<file path="src/rtl/line_point_reader_if.sv">
// Point-buffer read port plus the valid/ready point stream towards the plotter.
interface line_point_reader_if;
  logic [31:0] index_rd;
  logic [31:0] line_x;
  logic [31:0] line_y;
  logic [31:0] out_x;
  logic [31:0] out_y;
  logic [31:0] out_idx;
  logic        out_clip;
  logic        out_valid;
  logic        out_ready;

  modport master (
    output index_rd, out_x, out_y, out_idx, out_clip, out_valid,
    input  line_x, line_y, out_ready
  );

  modport slave (
    input  index_rd, out_x, out_y, out_idx, out_clip, out_valid,
    output line_x, line_y, out_ready
  );
endinterface

</file>
<file path="src/rtl/line_point_reader.sv">
// Walks point-buffer indices 0..n-1 after the writer finishes, tags off-screen
// points and streams every (x, y) pair to the plotter.
module line_point_reader #(
  parameter int DEPTH  = 31,
  parameter int RD_LAT = 1,
  parameter int X_MAX  = 639,
  parameter int Y_MAX  = 479
) (
  input  logic                 clk,
  input  logic                 rst,
  input  logic                 start,
  input  logic [31:0]          range,
  input  logic                 src_finish,
  output logic                 busy,
  output logic                 done,
  output logic [2:0]           state_dbg,
  line_point_reader_if.master  bus
);

  typedef enum logic [2:0] {
    S_IDLE     = 3'd0,
    S_WAIT_SRC = 3'd1,
    S_ADDR     = 3'd2,
    S_LAT      = 3'd3,
    S_OUT      = 3'd4,
    S_FIN      = 3'd5
  } state_t;

  localparam logic [31:0] DEPTH_W  = 32'(DEPTH);
  localparam logic [31:0] X_MAX_W  = 32'(X_MAX);
  localparam logic [31:0] Y_MAX_W  = 32'(Y_MAX);
  localparam logic [2:0]  LAT_INIT = 3'(RD_LAT - 1);

  state_t      state;
  logic [31:0] n;
  logic [31:0] idx;
  logic [2:0]  lat_cnt;
  logic        clip_now;

  assign state_dbg = state;

  // Negative values have bit 31 set, so the unsigned bound checks cover them
  // too; the explicit sign terms keep the intent readable.
  assign clip_now = bus.line_x[31] | bus.line_y[31] |
                    (bus.line_x > X_MAX_W) | (bus.line_y > Y_MAX_W);

  // Stream handshake: a point transfers on a rising edge where out_valid and
  // out_ready are both high; out_valid is a pure register (never a function of
  // out_ready), and once raised it and the payload stay frozen until transfer.
  always_ff @(posedge clk) begin
    if (rst) begin
      state         <= S_IDLE;
      n             <= '0;
      idx           <= '0;
      lat_cnt       <= '0;
      bus.index_rd  <= '0;
      bus.out_x     <= '0;
      bus.out_y     <= '0;
      bus.out_idx   <= '0;
      bus.out_clip  <= 1'b0;
      bus.out_valid <= 1'b0;
      busy          <= 1'b0;
      done          <= 1'b0;
    end else begin
      done <= 1'b0;
      case (state)
        S_IDLE: begin
          if (start) begin
            n     <= (range > DEPTH_W) ? DEPTH_W : range;
            busy  <= 1'b1;
            state <= S_WAIT_SRC;
          end
        end
        S_WAIT_SRC: begin
          if (src_finish) begin
            idx <= '0;
            if (n == '0) begin
              done  <= 1'b1;
              state <= S_FIN;
            end else begin
              // index_rd is registered, so it is loaded on the way into ADDR
              bus.index_rd <= '0;
              state        <= S_ADDR;
            end
          end
        end
        S_ADDR: begin
          lat_cnt <= LAT_INIT;
          state   <= S_LAT;
        end
        S_LAT: begin
          if (lat_cnt != '0) begin
            lat_cnt <= lat_cnt - 3'd1;
          end else begin
            bus.out_x     <= bus.line_x;
            bus.out_y     <= bus.line_y;
            bus.out_idx   <= idx;
            bus.out_clip  <= clip_now;
            bus.out_valid <= 1'b1;
            state         <= S_OUT;
          end
        end
        S_OUT: begin
          if (bus.out_ready) begin
            bus.out_valid <= 1'b0;
            if (idx == n - 32'd1) begin
              done  <= 1'b1;
              state <= S_FIN;
            end else begin
              idx          <= idx + 32'd1;
              bus.index_rd <= idx + 32'd1;
              state        <= S_ADDR;
            end
          end
        end
        S_FIN: begin
          busy  <= 1'b0;
          state <= S_IDLE;
        end
        default: state <= S_IDLE;
      endcase
    end
  end

endmodule

</file>
<file path="src/flat_wrapper.sv">
// flat-port wrapper written by rule: the top's interface ports become plain ports
module line_point_reader_flat 
#(
  parameter int DEPTH  = 31,
  parameter int RD_LAT = 1,
  parameter int X_MAX  = 639,
  parameter int Y_MAX  = 479
)
  (clk, rst, start, range, src_finish, busy, done, state_dbg, bus_index_rd, bus_out_x, bus_out_y, bus_out_idx, bus_out_clip, bus_out_valid, bus_line_x, bus_line_y, bus_out_ready);
  line_point_reader_if bus_i ();
  input  logic clk;
  input  logic rst;
  input  logic start;
  input  logic [31:0] range;
  input  logic src_finish;
  output logic busy;
  output logic done;
  output logic [2:0] state_dbg;
  output wire logic [$bits(bus_i.index_rd)-1:0] bus_index_rd;
  output wire logic [$bits(bus_i.out_x)-1:0] bus_out_x;
  output wire logic [$bits(bus_i.out_y)-1:0] bus_out_y;
  output wire logic [$bits(bus_i.out_idx)-1:0] bus_out_idx;
  output wire logic [$bits(bus_i.out_clip)-1:0] bus_out_clip;
  output wire logic [$bits(bus_i.out_valid)-1:0] bus_out_valid;
  input wire logic [$bits(bus_i.line_x)-1:0] bus_line_x;
  input wire logic [$bits(bus_i.line_y)-1:0] bus_line_y;
  input wire logic [$bits(bus_i.out_ready)-1:0] bus_out_ready;
  assign bus_index_rd = bus_i.index_rd;
  assign bus_out_x = bus_i.out_x;
  assign bus_out_y = bus_i.out_y;
  assign bus_out_idx = bus_i.out_idx;
  assign bus_out_clip = bus_i.out_clip;
  assign bus_out_valid = bus_i.out_valid;
  assign bus_i.line_x = bus_line_x;
  assign bus_i.line_y = bus_line_y;
  assign bus_i.out_ready = bus_out_ready;
  line_point_reader #(.DEPTH(DEPTH), .RD_LAT(RD_LAT), .X_MAX(X_MAX), .Y_MAX(Y_MAX)) u_core (.clk(clk), .rst(rst), .start(start), .range(range), .src_finish(src_finish), .busy(busy), .done(done), .state_dbg(state_dbg), .bus(bus_i));
endmodule
</file>
<file path="config.mk">
export PLATFORM = sky130hd
export DESIGN_NAME = line_point_reader_flat
export DESIGN_NICKNAME = d
export VERILOG_FILES = /design/src/rtl/line_point_reader_if.sv /design/src/rtl/line_point_reader.sv /design/src/flat_wrapper.sv
export SDC_FILE = /design/constraint.sdc
export NUM_CORES = 1
export LEC_CHECK = 0
export BUFFER_PORTS_ARGS = -buffer_cell sky130_fd_sc_hd__buf_4
export CAP_MARGIN = 0
export CORE_MARGIN = 2
export CORE_UTILIZATION = 58
export CTS_CLUSTER_DIAMETER = 150
export DETAILED_ROUTE_END_ITERATION = 12
export MAX_ROUTING_LAYER = met4
export PLACE_DENSITY_LB_ADDON = 0.2
export SYNTH_ARGS = -nofsm -noshare
export SYNTH_HDL_FRONTEND = slang
export SYNTH_SLANG_ARGS = --single-unit
</file>
<file path="constraint.sdc">
create_clock -name clk -period 6.9 [get_ports clk]
set_clock_uncertainty 0.15 [all_clocks]
set_input_delay 1.035 -clock clk [delete_from_list [all_inputs] [get_ports clk]]
set_output_delay 1.035 -clock clk [all_outputs]
set_load 0.05 [all_outputs]
</file>
# Yosys cells after proc, flatten, opt, wreduce, memory -nomap -nowiden
# Index checks and enable logic that the tools add are counted.
[op_classes]
muxes = 27
bitwise_logic = 4
add_sub_neg = 3
n_lt_le_gt_ge = 3
n_eq_ne = 13
reduce_logical = 15
[op_table]
columns = ["cell", "n"]
rows = [
  ["$mux W32", 6],
  ["$pmux W32 S2", 2],
  ["$add A32 B1 Y32 const B", 1],
  ["$eq A32 B32 Y1", 1],
  ["$gt A32 B10 Y1 const B", 1],
  ["$gt A32 B5 Y1 const B", 1],
  ["$gt A32 B9 Y1 const B", 1],
  ["$logic_not A32 Y1", 1],
  ["$sub A32 B1 Y32 const B", 1],
  ["$mux W3", 7],
  ["$pmux W3 S5", 1],
  ["$ne A2 B2 Y1 const B", 6],
  ["$reduce_and A2 Y1", 4],
  ["$reduce_and A4 Y1", 2],
  ["$reduce_bool A2 Y1", 4],
  ["$mux W1", 7],
  ["$eq A3 B2 Y1 const B", 2],
  ["$eq A3 B3 Y1 const B", 2],
  ["$pmux W1 S2", 3],
  ["$pmux W3 S2", 1],
  ["$reduce_and A5 Y1", 1],
  ["$eq A3 B1 Y1 const B", 1],
  ["$logic_not A3 Y1", 1],
  ["$or A1 B1 Y1", 3],
  ["other kinds (5)", 5],
]
[word_totals]
input_bits = 101
out_inout_bits = 135
regBits = 202
elab_cells = 77

# Longest topological paths before layout
# Gate-level depths: netlist of the first run.
[depth]
depth_word = 5
depth_mapped = 15
mapped_depth_nobuf = 11

# Least setup slack after synthesis of the first run
# OpenSTA, ideal clock, no wires.
[synth_timing]
path_type = "flip-flop to flip-flop"
start = "reg u_core.n[0]"
end = "reg u_core.bus.index_rd[23]"
setup_slack_ns = 3.626
required_time_ns = 6.634
path_stages_with_launch = 15
n_path_buf = 3
synth_period_minus_slack_ns = 3.274
arrival_time_ns = 3.008
setup_time_ns = 0.116
path_cell_list = "dfxtp_1 > buf_2 > inv_1 > ha_1 > clkbuf_1 > nor4b_1 > nand2_1 > nor4_1 > xnor2_1 > nand3_1 > a2111oi_4 > and4_1 > buf_4 > nor4_1 > a31o_2"
[synth_via]
elab_chain_len = 4
word_cells_on_any_way = 6
cone_classes = "add/sub: 1; eq/ne: 3; reduce/logical: 2"
[synth_lines]
columns = ["item", "line", "text"]
rows = [
  ["start, declared", "line_point_reader.sv:35", "logic [31:0] n;"],
  ["start signal, assigned", "line_point_reader.sv:69", "n <= (range > DEPTH_W) ? DEPTH_W : range;"],
  ["$sub A32 B1 Y32", "line_point_reader.sv:106", "if (idx == n - 32'd1) begin"],
  ["$eq A32 B32 Y1", "line_point_reader.sv:106", ""],
  ["$ne A2 B2 Y1 (no source line)", "--", ""],
  ["$reduce_and A5 Y1 (no source line) *", "--", ""],
  ["end signal, assigned", "line_point_reader.sv:111", "bus.index_rd <= idx + 32'd1;"],
  ["end, declared", "line_point_reader_if.sv:14", "output index_rd, out_x, out_y, out_idx, out_clip, out_valid,"],
]
# Every way passes the cells marked *; elsewhere a longest branch is shown, timed or not.
# A chain may end at the register's enable or synchronous reset.

# Final worst setup path of the first run
[layout_timing]
start = "reg u_core.n[2]"
end = "reg u_core.bus.index_rd[0]"
# Same word-level chain as after synthesis.

==> results of run 1 <==
[metrics by stage]
stage	cell area, µm²	utilization	cells
after floorplan	9760	-	1216
after global placement	11400	0.689	1569
after detailed placement	11400	0.689	1569
after CTS	12200	0.738	1609
after global routing	12200	0.738	1609
final	12200	0.738	1609
[report_power, final]
group	switching, W	total, W	internal (W)
Sequential	0.0000242	0.00121	0.00119
Combinational	0.000263	0.000405	0.000143
Clock	0.000496	0.00131	0.000815
Total	0.000783	0.00293	0.00214
[routing by layer]
metal | vias to the layer above | wire [µm]
met2 | 444 | 14200
met3 | 83 | 2490
met5 | - | 0
li1 | 4640 | -
met4 | 0 | 968
met1 | 4592 | 12000
[logic make-up (layout without fill, tap and decap cells)]
group,Yosys count,count (layout),share of synthesized area
mux,3,3,0.00320
simple gates,524,524,0.269
fa+ha+maj,4,4,0.00513
flops,202,202,0.414
compound gates,289,289,0.193
xor+xnor,67,67,0.0601
buf+inv,127,300,0.0556
[path summary, 6_finish.rpt]
check                  startpoint                endpoint  slack, ns  cells past startpoint
max reg2reg           u_core.n[2]  u_core.bus.index_rd[0]       2.37                      8
min reg2reg  u_core.bus.out_x[25]    u_core.bus.out_x[25]       0.30                      2
min          u_core.bus.out_x[25]    u_core.bus.out_x[25]       0.30                      2
max                   u_core.n[2]  u_core.bus.index_rd[0]       2.37                      8
[flip-flops by register name, indices dropped and copies added (netlist names)]
signal and flops:
u_core.bus.index_rd 32, u_core.bus.out_clip 1, u_core.bus.out_idx 32, u_core.bus.out_valid 1, u_core.bus.out_x 32, u_core.bus.out_y 32
u_core.busy 1, u_core.done 1, u_core.idx 32, u_core.lat_cnt 3, u_core.n 32, u_core.state_dbg 3
[area by class of cell]
type	instances	area share
tap	220	0.0226
multi-input combinational	887	0.425
timing repair buffer	241	0.148
clock inverter	11	0.0164
clock buffer	29	0.0499
inverter	19	0.00585
sequential	202	0.332
[placed cells by master, fill, tap and decap left out, types with 7 or more instances in the layout]
cell	netlist	layout
inv_1	19	19
nand2_1	226	226
clkbuf_16	0	23
and2_1	28	28
a31oi_1	7	7
o2bb2ai_1	21	21
nor3_1	50	49
nor2_1	43	42
buf_4	11	241
nand3_1	38	38
nor2b_1	8	8
and3_1	13	13
xor2_1	28	28
dfxtp_1	202	202
nor4_1	45	45
or3_1	7	7
xnor2_1	39	39
o211ai_1	21	21
a21oi_1	137	137
o21ai_0	18	18
nand4_1	23	23
a22oi_1	24	24
[worst max-delay path, delay by kind of cell, from the launching register on]
family	cells	cell delay (ns)
flip-flops	1	0.38
AND/OR/NAND/NOR	5	2.39
AO/OA/AOI/OAI	3	1.54
==> impl_metrics.env, run 1 <==
export IMPL_drive_gt1_frac=0.221
export IMPL_peakVddDrop_uv=291
export IMPL_rsz0062_at_grt="false"
export IMPL_drtAntennaViolNets=0
export IMPL_crit_arrival_ns=4.84
export IMPL_finalNetCount=1479
export IMPL_syn_inst=1216
export IMPL_drtIter0Drc=943
export IMPL_routedWlPerCell_um=18.5
export IMPL_fp_coreArea_mm2=0.0165
export IMPL_use_met2=0.539
export IMPL_yosysTopAreaCell="dfxtp_1"
export IMPL_grt_use_total=0.335
export IMPL_fin_tns_setup_ns=0
export IMPL_std_cell_rows=47
export IMPL_clock_sinks=202
export IMPL_gp_congestion=0.964
export IMPL_multi_input_area_mm2=0.00519
export IMPL_cts_clk_slew_worst_paths_ns=0.06
export IMPL_worst_slack_ns=2.37
export IMPL_crit_fanout=21
export IMPL_ys_top_cells_by_count="nand2_1 (226), dfxtp_1 (202), a21oi_1 (137)"
export IMPL_cts_buffer_depth=3
export IMPL_final_max_slew_viol_count=0
export IMPL_synthMostInstantiatedCell="nand2_1"
export IMPL_die_y_um=134
export IMPL_grt_pass1_wl_um=47700
export IMPL_root_buffer="clkbuf_16"
export IMPL_numPortBuffers=235
export IMPL_drc=0
export IMPL_vias=9759
export IMPL_ioPinCount=236
export IMPL_cp_end_kind="flip-flop"
export IMPL_cts_tree="done"
export IMPL_fmax_mhz=221
export IMPL_cts_max_level=1
export IMPL_area_growth_pct=24.9
export IMPL_vias_per_cell=6.07
export IMPL_dieArea_mm2=0.0179
export IMPL_seqCellArea_mm2=0.00404
export IMPL_ys_warn_count=0
export IMPL_syn_avg_cell_area_um2=8.03
export IMPL_yosysTopAreaCellShare=0.414
export IMPL_clk_latency_ns=0.52
export IMPL_grt_max_degree=100
export IMPL_synth_edff_count=0
export IMPL_p_per_area_mw_per_mm2=240
export IMPL_busiest_layer="met2"
export IMPL_grt_met3_usage=0.0586
export IMPL_critPathKind="flip-flop to flip-flop"
export IMPL_synth_nets=1321
export IMPL_maxCapViolCount=0
export IMPL_setup_viol=0
export IMPL_tightest_slew_ns=1.20
export IMPL_cp_data_required_time_ns=7.21
export IMPL_cts_setup_buffers=0
export IMPL_hpwlAfterDp_um=20600
export IMPL_hold_viol_final=0
export IMPL_leakage_nw=4.61
export IMPL_cp_slowest_stage_delay_ns=0.85
export IMPL_grt_util_met1=0.426
export IMPL_ctsHoldBuffers=0
export IMPL_grt_ovfl_total=0
export IMPL_grt_pass1_vias=9446
export IMPL_drt_wl_total_um=29700
export IMPL_synthFlopType="dfxtp_1"
export IMPL_fin_hold_ws_ns=0.303
export IMPL_synth_async_reset_ratio=0
export IMPL_antenna_found_initial=0
export IMPL_start_util=0.591
export IMPL_fill_cells=1278
export IMPL_worstPathCellList="nor3_2 > and3_1 > nand3_1 > or4b_4 > a2111oi_4 > and4_1 > o21a_1 > a22o_1"
export IMPL_startpoint_type="flip-flop"
export IMPL_ys_types=72
export IMPL_synth_seq_cells=202
export IMPL_first_pass_iters=7
export IMPL_hold_class="flip-flop to flip-flop"
export IMPL_period_share=0.656
export IMPL_synth_area_leaders="dfxtp_1 (41%), nand2_1 (8.7%), a21oi_1 (7.0%)"
export IMPL_maxSlewHeadroom=0.202
export IMPL_ys_seq_area_frac=0.414
export IMPL_synth_area_mm2=0.00976
export IMPL_dieWidth_um=134
export IMPL_antenna_cells=0
export IMPL_period_needed_ns=4.53
export IMPL_dp_slack_ns=2.47
export IMPL_critPathSlowestCell="o21a_1"
export IMPL_cts_repair_resized=0
export IMPL_cts_made_buffers=23
export IMPL_status="complete, no violations"
export IMPL_p_total_w=0.00293
Power figures use the tool's default switching activity.
==> run 2: changes to the inputs <==
--- a/config.mk
+++ b/config.mk
@@ -8,7 +8,7 @@
 export BUFFER_PORTS_ARGS = -buffer_cell sky130_fd_sc_hd__buf_4
 export CAP_MARGIN = 0
 export CORE_MARGIN = 2
-export CORE_UTILIZATION = 58
+export CORE_UTILIZATION = 49
 export CTS_CLUSTER_DIAMETER = 150
 export DETAILED_ROUTE_END_ITERATION = 12
 export MAX_ROUTING_LAYER = met4
==> constraint.sdc (replaced) <==
create_clock -name clk -period 3.9 [get_ports clk]
set_clock_uncertainty 0.15 [all_clocks]
set_input_delay 0.585 -clock clk [delete_from_list [all_inputs] [get_ports clk]]
set_output_delay 0.585 -clock clk [all_outputs]
set_load 0.05 [all_outputs]
==> impl_metrics.env, run 2 (synthesis results as in run 1) <==
export IMPL_status="complete, no violations"
export IMPL_hold_class="input port to flip-flop"
export IMPL_ff2ff_path_depth=13
export IMPL_drive_gt1_frac=0.242
export IMPL_period_needed_ns=3.55
export IMPL_vias_per_cell=5.75
export IMPL_multi_input_area_mm2=0.00519
export IMPL_std_cell_rows=51
export IMPL_swShare=0.271
export IMPL_period_share=0.911
export IMPL_tightest_slew_ns=0.742
export IMPL_root_buffer="clkbuf_16"
export IMPL_cpLargestDelayFamily="compound AO/OA/AOI/OAI gates"
export IMPL_grt_ovfl_total=0
export IMPL_dieWidth_um=145
export IMPL_drtAntennaViolNets=0
export IMPL_cts_max_level=1
export IMPL_drtIter0Drc=809
export IMPL_dieArea_mm2=0.0211
export IMPL_net_switching_power_w=0.00139
export IMPL_layout_commonest_cell="buf_4"
export IMPL_p_clk_frac=0.442
export IMPL_clock_sinks=202
export IMPL_ctsHoldBuffers=0
export IMPL_grt_use_total=0.283
export IMPL_first_pass_iters=5
export IMPL_hpwlAfterDp_um=21300
export IMPL_rrSetupSlack_ns=0.35
export IMPL_cts_repair_resized=0
export IMPL_cp_num_buf_inv=3
export IMPL_seqCellArea_mm2=0.00404
export IMPL_leakage_nw=4.80
export IMPL_die_y_um=145
export IMPL_area_growth_pct=28.3
export IMPL_r2r_start="u_core.n[0]"
export IMPL_drc=0
export IMPL_cts_made_buffers=23
export IMPL_maxSlewHeadroom=0.501
export IMPL_p_int_w=0.00375
export IMPL_setup_viol=0
export IMPL_worstPathCellList="inv_1 > ha_1 > buf_4 > and2_1 > o21a_1 > o21ai_0 > nor3b_1 > nand4_1 > a2111oi_4 > nand3_2 > buf_12 > o21ai_2 > a31o_2"
export IMPL_mostFrequentLayoutCells="buf_4 (274), nand2_1 (226), dfxtp_1 (202), a21oi_1 (137), nor3_1 (49)"
export IMPL_critPathSlowestCell="dfxtp_1"
export IMPL_start_util=0.500
export IMPL_vias=9710
export IMPL_p_per_area_mw_per_mm2=410
export IMPL_antenna_found_initial=0
export IMPL_startpoint_type="flip-flop"
export IMPL_fin_cells=1689
export IMPL_fin_area_mm2=0.0125
export IMPL_cts_tree="done"
export IMPL_cp_endpoint="u_core.bus.index_rd[8]"
export IMPL_finalNetCount=1514
export IMPL_r2r_end="u_core.bus.index_rd[8]"
export IMPL_grt_pass1_vias=9104
export IMPL_cp_num_cells=13
export IMPL_placed_area_mm2=0.0117
export IMPL_peakVddDrop_uv=367
export IMPL_placed_cells=1649
export IMPL_cp_slowest_stage_delay_ns=0.52
export IMPL_hold_viol_final=0
export IMPL_ioPinCount=236
export IMPL_p_comb_frac=0.142
export IMPL_fill_cells=1747
export IMPL_critPathKind="flip-flop to flip-flop"
export IMPL_routedWlPerCell_um=17.8
export IMPL_clk_latency_ns=0.53
export IMPL_crit_arrival_ns=3.87
export IMPL_maxCapViolCount=0
export IMPL_cts_buffer_depth=3
export IMPL_numPortBuffers=235
export IMPL_cp_data_required_time_ns=4.22
export IMPL_grt_max_degree=58
export IMPL_fmax_mhz=282
export IMPL_grt_pass1_wl_um=48100
export IMPL_cts_clk_slew_worst_paths_ns=0.06
export IMPL_fin_tns_setup_ns=0
export IMPL_cp_end_kind="flip-flop"
export IMPL_startpoint="u_core.n[0]"
export IMPL_drt_wl_total_um=30100
export IMPL_final_max_slew_viol_count=0
export IMPL_rsz0062_at_grt="false"
export IMPL_gp_congestion=0.973
export IMPL_power_frac_seq=0.417
export IMPL_antenna_cells=0
export IMPL_fp_coreArea_mm2=0.0195
export IMPL_cts_setup_buffers=0
export IMPL_crit_fanout=41
export IMPL_p_total_w=0.00514
## run 2: changes by cell type in the layout (fill, tap and decap cells not counted), moves of 2 or more
cell / before / now
buf_12: 0 / 2
buf_4: 241 / 274
bufinv_16: 5 / 3
clkbuf_1: 5 / 3
clkbuf_8: 1 / 5
## run 2: metrics by stage
step	hold slack (ns)	setup WS, ns	utilization
5_1_grt	0.119	0.0367	0.642
3_5_place_dp	0.297	0.380	0.601
4_1_cts	0.103	0.343	0.642
2_1_floorplan	0.327	0.626	-
3_3_place_gp	0.292	0.430	0.601
6_report	0.122	0.349	0.642
## run 2: per-layer routing
metal  part of all wire  global-route usage
met5                  0                   -
met1               0.43               0.373
met4              0.033              0.0931
met3              0.078              0.0553
met2               0.45               0.440
## run 2: cell type report
| cell class | count | share of cell area |
|---|---|---|
| repair buffers | 276 | 0.167 |
| clock inverters | 9 | 0.0113 |
| flip-flops and latches | 202 | 0.323 |
| clock buffers | 31 | 0.0523 |
| multi-input cells | 887 | 0.414 |
| well taps | 265 | 0.0265 |
| inverters | 19 | 0.00569 |
## run 2: how the worst min path moves through the flow
stage / startpoint / to / depth (start not counted)
after detailed placement: u_core.bus.out_idx[28] / u_core.bus.out_idx[28] / 2
after global routing: bus_out_ready / u_core.state_dbg[2] / 2
after CTS: bus_out_ready / u_core.state_dbg[2] / 2
final: bus_out_ready / u_core.state_dbg[2] / 2
after global placement: u_core.bus.out_y[4] / u_core.bus.out_y[4] / 2
after floorplan: u_core.n[30] / u_core.n[30] / 1
## run 2: power by group through the flow
stage          sequential, W  combinational (W)  clock (W)
2_1_floorplan        0.00227           0.000390          0
3_3_place_gp         0.00219           0.000717          0
3_5_place_dp         0.00219           0.000718          0
4_1_cts              0.00214           0.000722    0.00231
5_1_grt              0.00215           0.000785    0.00239
6_report             0.00214           0.000728    0.00227
==> run 3: changes to the inputs <==
--- a/config.mk
+++ b/config.mk
@@ -8,7 +8,7 @@
 export BUFFER_PORTS_ARGS = -buffer_cell sky130_fd_sc_hd__buf_4
 export CAP_MARGIN = 0
 export CORE_MARGIN = 2
-export CORE_UTILIZATION = 49
+export CORE_UTILIZATION = 25
 export CTS_CLUSTER_DIAMETER = 150
 export DETAILED_ROUTE_END_ITERATION = 12
 export MAX_ROUTING_LAYER = met4
==> impl_metrics.env, run 3 (synthesis results as in run 1) <==
export IMPL_status="complete, no violations"
export IMPL_cts_clk_slew_worst_paths_ns=0.06
export IMPL_maxSlewHeadroom=0.426
export IMPL_first_pass_iters=5
export IMPL_leakage_nw=4.84
export IMPL_cp_end_kind="flip-flop"
export IMPL_r2r_end="u_core.bus.index_rd[30]"
export IMPL_dieWidth_um=202
export IMPL_hold_viol_final=0
export IMPL_worstPathCellList="ha_1 > and3_1 > nand3_1 > or3_1 > nor2_1 > nand3_2 > or2_2 > or3_1 > xnor2_1 > o2bb2ai_1"
export IMPL_grt_use_total=0.173
export IMPL_cts_setup_buffers=0
export IMPL_whs_endpoint="u_core.state_dbg[2]"
export IMPL_cp_data_required_time_ns=4.17
export IMPL_tightest_slew_ns=0.860
export IMPL_placed_area_mm2=0.0121
export IMPL_critPathSlowestCell="dfxtp_1"
export IMPL_rrSetupSlack_ns=0.31
export IMPL_start_util=0.253
export IMPL_cts_max_level=1
export IMPL_cts_buffer_depth=3
export IMPL_swShare=0.274
export IMPL_drtIter0Drc=582
export IMPL_cpMostUsedCell="or3_1"
export IMPL_antenna_cells=0
export IMPL_peakVddDrop_uv=277
export IMPL_cp_slowest_stage_delay_ns=0.57
export IMPL_period_needed_ns=3.59
export IMPL_period_share=0.919
export IMPL_std_cell_rows=72
export IMPL_drt_wl_total_um=35300
export IMPL_fp_coreArea_mm2=0.0386
export IMPL_cts_tree="done"
export IMPL_hpwlAfterDp_um=25600
export IMPL_layout_commonest_cell="buf_4"
export IMPL_routedWlPerCell_um=18.1
export IMPL_setup_viol=0
export IMPL_r2r_start="u_core.idx[0]"
export IMPL_grt_pass1_wl_um=55300
export IMPL_rsz0062_at_grt="false"
export IMPL_cts_made_buffers=25
export IMPL_final_max_slew_viol_count=0
export IMPL_min_from="bus_out_ready"
export IMPL_ioPinCount=236
export IMPL_p_clk_frac=0.456
export IMPL_area_growth_pct=32.6
export IMPL_fin_tns_setup_ns=0
export IMPL_hold_class="input port to flip-flop"
export IMPL_maxCapViolCount=0
export IMPL_vias=9563
export IMPL_clock_sinks=202
export IMPL_mostFrequentLayoutCells="buf_4 (271), nand2_1 (226), dfxtp_1 (202), a21oi_1 (137), nor3_1 (49)"
export IMPL_fmax_mhz=279
export IMPL_critPathKind="flip-flop to flip-flop"
export IMPL_grt_max_degree=97
export IMPL_drc=0
export IMPL_drtAntennaViolNets=0
export IMPL_grt_pass1_vias=9568
export IMPL_clk_latency_ns=0.53
export IMPL_drive_gt1_frac=0.246
export IMPL_vias_per_cell=4.91
export IMPL_finalNetCount=1515
export IMPL_ff2ff_path_depth=10
export IMPL_net_switching_power_w=0.00146
export IMPL_die_y_um=202
export IMPL_ctsHoldBuffers=0
export IMPL_crit_fanout=7
export IMPL_dieArea_mm2=0.0406
export IMPL_p_comb_frac=0.142
export IMPL_p_per_area_mw_per_mm2=412
export IMPL_p_int_w=0.00387
export IMPL_root_buffer="clkbuf_16"
export IMPL_fin_area_mm2=0.0129
export IMPL_startpoint_type="flip-flop"
export IMPL_grt_ovfl_total=0
export IMPL_numPortBuffers=235
export IMPL_antenna_found_initial=0
export IMPL_holdPathStages=2
export IMPL_gp_congestion=0.880
export IMPL_cts_repair_resized=0
export IMPL_crit_arrival_ns=3.86
export IMPL_power_frac_seq=0.401
==> run 3: final cells by class <==
type	count	area, µm²
Fill cell	4157	25600
Multi-Input combinational cell	887	5190
Sequential cell	202	4040
Timing Repair Buffer	275	2110
Clock buffer	37	771
Tap cell	518	648
Clock inverter	9	104
Inverter	19	71.3
==> run 3: worst max-delay path by stage <==
stage | from | endpoint | slack [ns] | cells after the start
floorplan | u_core.n[0] | u_core.bus.index_rd[23] | 0.63 | 14
CTS | u_core.idx[0] | u_core.bus.index_rd[30] | 0.29 | 10
global placement | u_core.idx[0] | u_core.bus.index_rd[30] | 0.31 | 10
global route | u_core.idx[0] | u_core.idx[30] | 0.1 | 10
detailed placement | u_core.idx[1] | u_core.bus.index_rd[30] | 0.33 | 10
finish | u_core.idx[0] | u_core.bus.index_rd[30] | 0.31 | 10
==> run 3: power by group through the flow <==
stage,sequential [W],combinational (W),clock [W]
floorplan,0.00227,0.000390,0
global placement,0.00218,0.000763,0
detailed placement,0.00218,0.000760,0
CTS,0.00214,0.000762,0.00249
global route,0.00214,0.000823,0.00259
finish,0.00214,0.000757,0.00243
==> run 3: through the flow <==
stage	utilization	total power (W)	setup WS [ns]	hold WS (ns)	cells
2_1_floorplan	-	0.00266	0.626	0.327	1216
3_3_place_gp	0.313	0.00295	0.309	0.293	1901
3_5_place_dp	0.313	0.00294	0.327	0.297	1901
4_1_cts	0.336	0.00539	0.285	0.109	1947
5_1_grt	0.336	0.00556	0.0996	0.130	1947
6_report	0.336	0.00533	0.314	0.130	1947
==> run 3: per-layer routing <==
metal | up-vias | GRT usage | wire [µm]
met2 | 261 | 0.276 | 16400
met1 | 4547 | 0.222 | 15900
li1 | 4712 | - | -
met5 | - | - | 0
met4 | 0 | 0.0376 | 684
met3 | 43 | 0.0429 | 2390
==> run 3: critical path, delay by kind of cell, from the launching register on <==
family	cells	cell delay, ns
AO/OA/AOI/OAI	1	0.08
AND/OR/NAND/NOR	7	2.06
adder cells (fa/ha/maj)	1	0.36
flip-flops	1	0.57
XOR/XNOR	1	0.26
